<file path="src/rtl/sonar_trigger_gen.sv">
// Ultrasonic rangefinder trigger sequencer: fixed-width Trig pulse, MeasStart strobe,
// then an enforced holdoff so shots are spaced PERIOD_CYCLES apart (single or free-running).
module sonar_trigger_gen #(
    parameter int TRIG_CYCLES   = 500,
    parameter int PERIOD_CYCLES = 3000000,
    parameter int CNT_WIDTH     = 22
) (
    input  logic Clk,
    input  logic nReset,
    input  logic Start,
    input  logic Continuous,
    output logic Trig,
    output logic Busy,
    output logic MeasStart,
    output logic Done
);

    typedef enum logic [1:0] {
        S_IDLE    = 2'd0,
        S_TRIG    = 2'd1,
        S_HOLDOFF = 2'd2
    } state_t;

    localparam logic [CNT_WIDTH-1:0] LD_TRIG = CNT_WIDTH'(TRIG_CYCLES - 1);
    localparam logic [CNT_WIDTH-1:0] LD_HOLD = CNT_WIDTH'(PERIOD_CYCLES - TRIG_CYCLES - 1);

    state_t               r_state, w_state_nxt;
    logic [CNT_WIDTH-1:0] r_cnt, w_cnt_nxt;
    logic                 r_trig, r_busy, r_meas, r_done;
    logic                 w_trig_nxt, w_busy_nxt, w_meas_nxt, w_done_nxt;
    logic                 w_req;

    assign w_req = Start | Continuous;

    // State, counter and output flops; outputs are registered copies of next-state decode
    always_ff @(posedge Clk or negedge nReset) begin
        if (!nReset) begin
            r_state <= S_IDLE;
            r_cnt   <= '0;
            r_trig  <= 1'b0;
            r_busy  <= 1'b0;
            r_meas  <= 1'b0;
            r_done  <= 1'b0;
        end else begin
            r_state <= w_state_nxt;
            r_cnt   <= w_cnt_nxt;
            r_trig  <= w_trig_nxt;
            r_busy  <= w_busy_nxt;
            r_meas  <= w_meas_nxt;
            r_done  <= w_done_nxt;
        end
    end

    always_comb begin
        w_state_nxt = r_state;
        w_cnt_nxt   = r_cnt;
        case (r_state)
            S_IDLE: begin
                if (w_req) begin
                    w_state_nxt = S_TRIG;
                    w_cnt_nxt   = LD_TRIG;
                end
            end
            S_TRIG: begin
                if (r_cnt != '0) begin
                    w_cnt_nxt = r_cnt - CNT_WIDTH'(1);
                end else begin
                    w_state_nxt = S_HOLDOFF;
                    w_cnt_nxt   = LD_HOLD;
                end
            end
            S_HOLDOFF: begin
                if (r_cnt != '0) begin
                    w_cnt_nxt = r_cnt - CNT_WIDTH'(1);
                end else if (w_req) begin
                    // chaining straight into TRIG keeps the period exact with no idle cycle
                    w_state_nxt = S_TRIG;
                    w_cnt_nxt   = LD_TRIG;
                end else begin
                    w_state_nxt = S_IDLE;
                end
            end
            default: begin
                w_state_nxt = S_IDLE;
                w_cnt_nxt   = '0;
            end
        endcase
    end

    always_comb begin
        w_trig_nxt = (w_state_nxt == S_TRIG);
        w_busy_nxt = (w_state_nxt != S_IDLE);
        w_meas_nxt = (w_state_nxt == S_HOLDOFF) && (r_state != S_HOLDOFF);
        w_done_nxt = (w_state_nxt == S_HOLDOFF) && (w_cnt_nxt == '0);
    end

    assign Trig      = r_trig;
    assign Busy      = r_busy;
    assign MeasStart = r_meas;
    assign Done      = r_done;

endmodule
</file>
<file path="config.mk">
export PLATFORM = sky130hd
export DESIGN_NAME = sonar_trigger_gen
export DESIGN_NICKNAME = d
export VERILOG_FILES = /design/src/rtl/sonar_trigger_gen.sv
export SDC_FILE = /design/constraint.sdc
export NUM_CORES = 1
export LEC_CHECK = 0
export BUFFER_PORTS_ARGS = -buffer_cell sky130_fd_sc_hd__buf_2
export CORE_MARGIN = 1.5
export CORE_UTILIZATION = 45
export DETAILED_ROUTE_END_ITERATION = 10
export SYNTH_ARGS = -nofsm -noshare
export SYNTH_HDL_FRONTEND = slang
export SYNTH_SLANG_ARGS = --single-unit
</file>
<file path="constraint.sdc">
create_clock -name Clk -period 3.5 [get_ports Clk]
set_input_delay 0.175 -clock Clk [delete_from_list [all_inputs] [get_ports Clk]]
set_output_delay 0.175 -clock Clk [all_outputs]
set_load 0.02 [all_outputs]
</file>
==> reports/summary.md <==
The total global-route track usage came out at 24.2%. The detailed-route wire length per cell works out to 18.5 um. During placement, the flow inserted port buffers numbering 7.

The synthesized design contains 0 enable-type register cells. The worst setup path is captured at a register. The run gives 3.25 ns as the data arrival at the endpoint of the critical path. Root buffer cell: sky130_fd_sc_hd__clkbuf_8. Post-CTS timing repair inserted 0 buffers for setup.

The average cell area after synthesis was 8.81 sq um; the quantity of gates resized following cts was 0. For this run, asynchronously set or reset flops after synthesis account for 100%. Routed wire length: 4.80 mm.

Initial antenna violation count: 0. Synthesis instantiated 49 different standard cells from the library. For the total DRC errors in the routed layout, the log shows 0.

The tools report the synthesized netlist net count as 213. Using the TritonRoute via totals, the vias-per-cell ratio works out to 6.55. From left edge to right edge, the die measures 66.7 um.

Across the routed clock network, the largest skew measured is 0.0128 ns. The max-slew violation total from the final report is 0, and the area of the mapped netlist is 0.00182 sq mm. The most common cell after layout, fill and taps aside is sky130_fd_sc_hd__dfrtp_1. For the worst-case clock buffer depth, the log shows 2. The tools report the total clock sinks as 28. The adder and majority cell fraction of the synthesized area was 1.37%.

The number of antenna-violating nets in the routed design is 0. Across the run, the number of max-cap violations was 0. The sequential-to-total area share from yosys stat was 38.4%; the initial core utilization was 48.3%. In the layout the commonest cells are sky130_fd_sc_hd__dfrtp_1, sky130_fd_sc_hd__nor2_1, sky130_fd_sc_hd__nand2_1.

Setup violations remaining at the end of the flow were counted as 0. The die boundary height is 66.7 um. In this run the cell area measured after placement is 0.00190 sq mm. Summed over all nets, the half-perimeter wirelength after detailed placement is 3.57 mm.

The critical path is of the reg -> reg type. The largest vdd supply drop came out at 384 uV. Fill cells in the final layout number 347. The multiplexer share of the synthesized area works out to 0%. The initial detailed-routing violation count came out at 113. For the total die area, the log shows 0.00444 sq mm. Most common flop cell mapped by yosys: sky130_fd_sc_hd__dfrtp_1.

The routed layout has 1,704 vias. In the final layout, flip-flops and latches occupy 701 sq um. For this design the static power due to leakage is 0.793 nW. The longest individual stage delay on the worst path is 0.60 ns, and the remaining global-route overflow is 0.

TritonCTS built the clock tree. Summing the areas of all compound-gate instances in the mapped netlist gives 24.2% of the synthesized area. Once layout is done, the placed cells without fillers occupy 0.00197 sq mm. The logs give 3.68 ns for the critical path data required time and 0 for the number of antenna diodes. Of the available clock period, the critical path in the final layout requires 87.7%. The area of the multi-input gates is 0.00103 sq mm.

Setup repair after global routing left no endpoint under its margin. In this run the power density over the cells is 576 mW/mm^2. The row count was 22. Along the worst path, the maximum fanout reaches 8. The layout cell share with drive strength beyond 1 was 12.7%; the global-route wire length before repair was 8.21 mm. The Yosys step of the flow raised 0 warnings.

The area share of and/or/nand/nor cells after synthesis is 27.5%, and the synthesis-to-finish area growth is 7.89%. The number of clock buffers added by TritonCTS is 3. Slowest cell on the critical path: sky130_fd_sc_hd__or4_1.

Excluding fillers, the count of instances in the completed layout stands at 260. Pin placement for this block handled 8 I/O pins. Entering global routing, the biggest net connects 29 pins.

The tools report the H-tree level count as 1. Counting every instance in the synthesized netlist gives 207. The number of cells after detailed placement was 255. The flow ran to the end, and the final reports show no timing, DRC or antenna violations. The logs give 0.326 GHz for the achievable frequency and 0.28 ns for the latest clock arrival within the worst-skew pair. The first TritonRoute pass finished after 4 iterations. Summed over all failing endpoints, the final setup total negative slack is 0 ns. The run gives 0.00377 sq mm as the area inside the core boundary. In this run the worst hold path is classified as in -> reg. The routability congestion estimate was 0.903; the number of storage elements in the synthesis netlist was 28. The number of hold violations in the final report is 0. Clock-pin slew was measured on the worst setup and hold paths at 0.10 ns.

Traced cell by cell, the critical path runs through or4_1 > or3_1 > o41ai_2 > a21oi_1 > a211o_1 > a2111oi_4 > nand4_1 > nor4b_2. The shortest period the worst path allows was 3.07 ns. The transition at the pin with the smallest max-transition slack came out at 0.789 ns. Largest family of logic cells by synthesized area: simple AND/OR/NAND/NOR gates. STA classifies the critical path startpoint as a register. The via count of the first global-routing pass came out at 1,661. After Yosys synthesis, XOR and XNOR cells account for 3.36% of the synthesized area.

Measured against its own limit, the worst slew margin works out to 47.1%. At the end of the flow, the number of nets in the layout was 219.
-- critical path, delay by kind of cell, from the launching register on --
family / cells / cell delay [ns]
AOI/OAI and AO/OA: 4 / 0.96
and+or+nand+nor: 4 / 1.52
DFF: 1 / 0.49
-- path summary, 6_finish.rpt --
path	startpoint	endpoint	slack [ns]	depth (start not counted)
worst min register to register	r_cnt[12]	r_cnt[12]	0.54	2
worst min-delay path	Start	r_cnt[4]	0.40	5
worst max register to register	r_cnt[5]	Done	0.43	8
worst max-delay path	r_cnt[5]	Done	0.43	8
min in group asynchronous	nReset	Busy	0.44	2
max in group asynchronous	nReset	r_cnt[18]	2.63	2
-- repair_timing --
item                                    in CTS  in global routing
hold endpoints to repair                    28                  0
hold buffers                                 1                  0
endpoints found under the setup margin       0                  0
-- per-stage QoR --
step | hold slack [ns] | total power, W | utilization (%) | worst slack [ns]
final | 0.396 | 0.00113 | 52.2 | 0.431
after CTS | 0.385 | 0.00113 | 52.2 | 0.480
after global placement | 0.230 | 0.000921 | 50.4 | 0.526
after floorplan | -0.121 | 0.000844 | - | 0.699
after detailed placement | 0.233 | 0.000931 | 50.4 | 0.472
after global routing | 0.434 | 0.00121 | 52.2 | 0.320
-- synthesized netlist by cell type, drive strengths merged (3+ instances only) --
master	count	share of area, %
o221ai	3	1.4
o31ai	3	1.2
nor3	12	3.3
nor4	9	3.1
inv	3	0.62
dfrtp	28	38
nand3	3	0.82
nand4	6	2.1
o41ai	5	2.8
nand3b	3	1.2
xnor2	5	2.4
a21o	5	2.1
a21oi	4	1.1
nor2	19	3.9
buf	4	2.1
nand2	18	3.7
or4	4	1.9
clkbuf	12	2.5
nor4b	4	2.3
a31oi	4	1.4
o21ai	15	4.1
nand2b	4	1.4
a211o	4	1.9
-- flip-flops by register name, summed over array words and instances, names as in the netlist --
register / count
Busy: 1
r_cnt: 22
Done: 1
MeasStart: 1
r_state: 2
Trig: 1
-- per-layer routing --
layer / global-route usage, % / part of all wire [%] / vias to the layer above
met5: 0 / 0 / -
met4: 6.89 / 1.6 / 0
met3: 4.73 / 5.4 / 8
met2: 38.4 / 47 / 68
met1: 33.4 / 46 / 828
li1: - / - / 800
-- cell type report --
type	count	share of cell area, %
Multi-Input combinational cell	160	52.2
Sequential cell	28	35.6
Timing Repair Buffer	17	5.73
Tap cell	48	3.05
Clock buffer	4	2.80
Inverter	3	0.573
-- power by group --
group	switching, W	internal (W)
clock	0.0000982	0.000101
combinational	0.000214	0.000188
sequential	0.000132	0.000402
total	0.000444	0.000690
-- logic make-up after synthesis --
logic type | count (synthesis)
simple gates | 92
compound gates | 59
flops | 28
buf+inv | 19
xor+xnor | 7
fa+ha+maj | 2
Note: power is estimated with default switching activity, not from simulation.
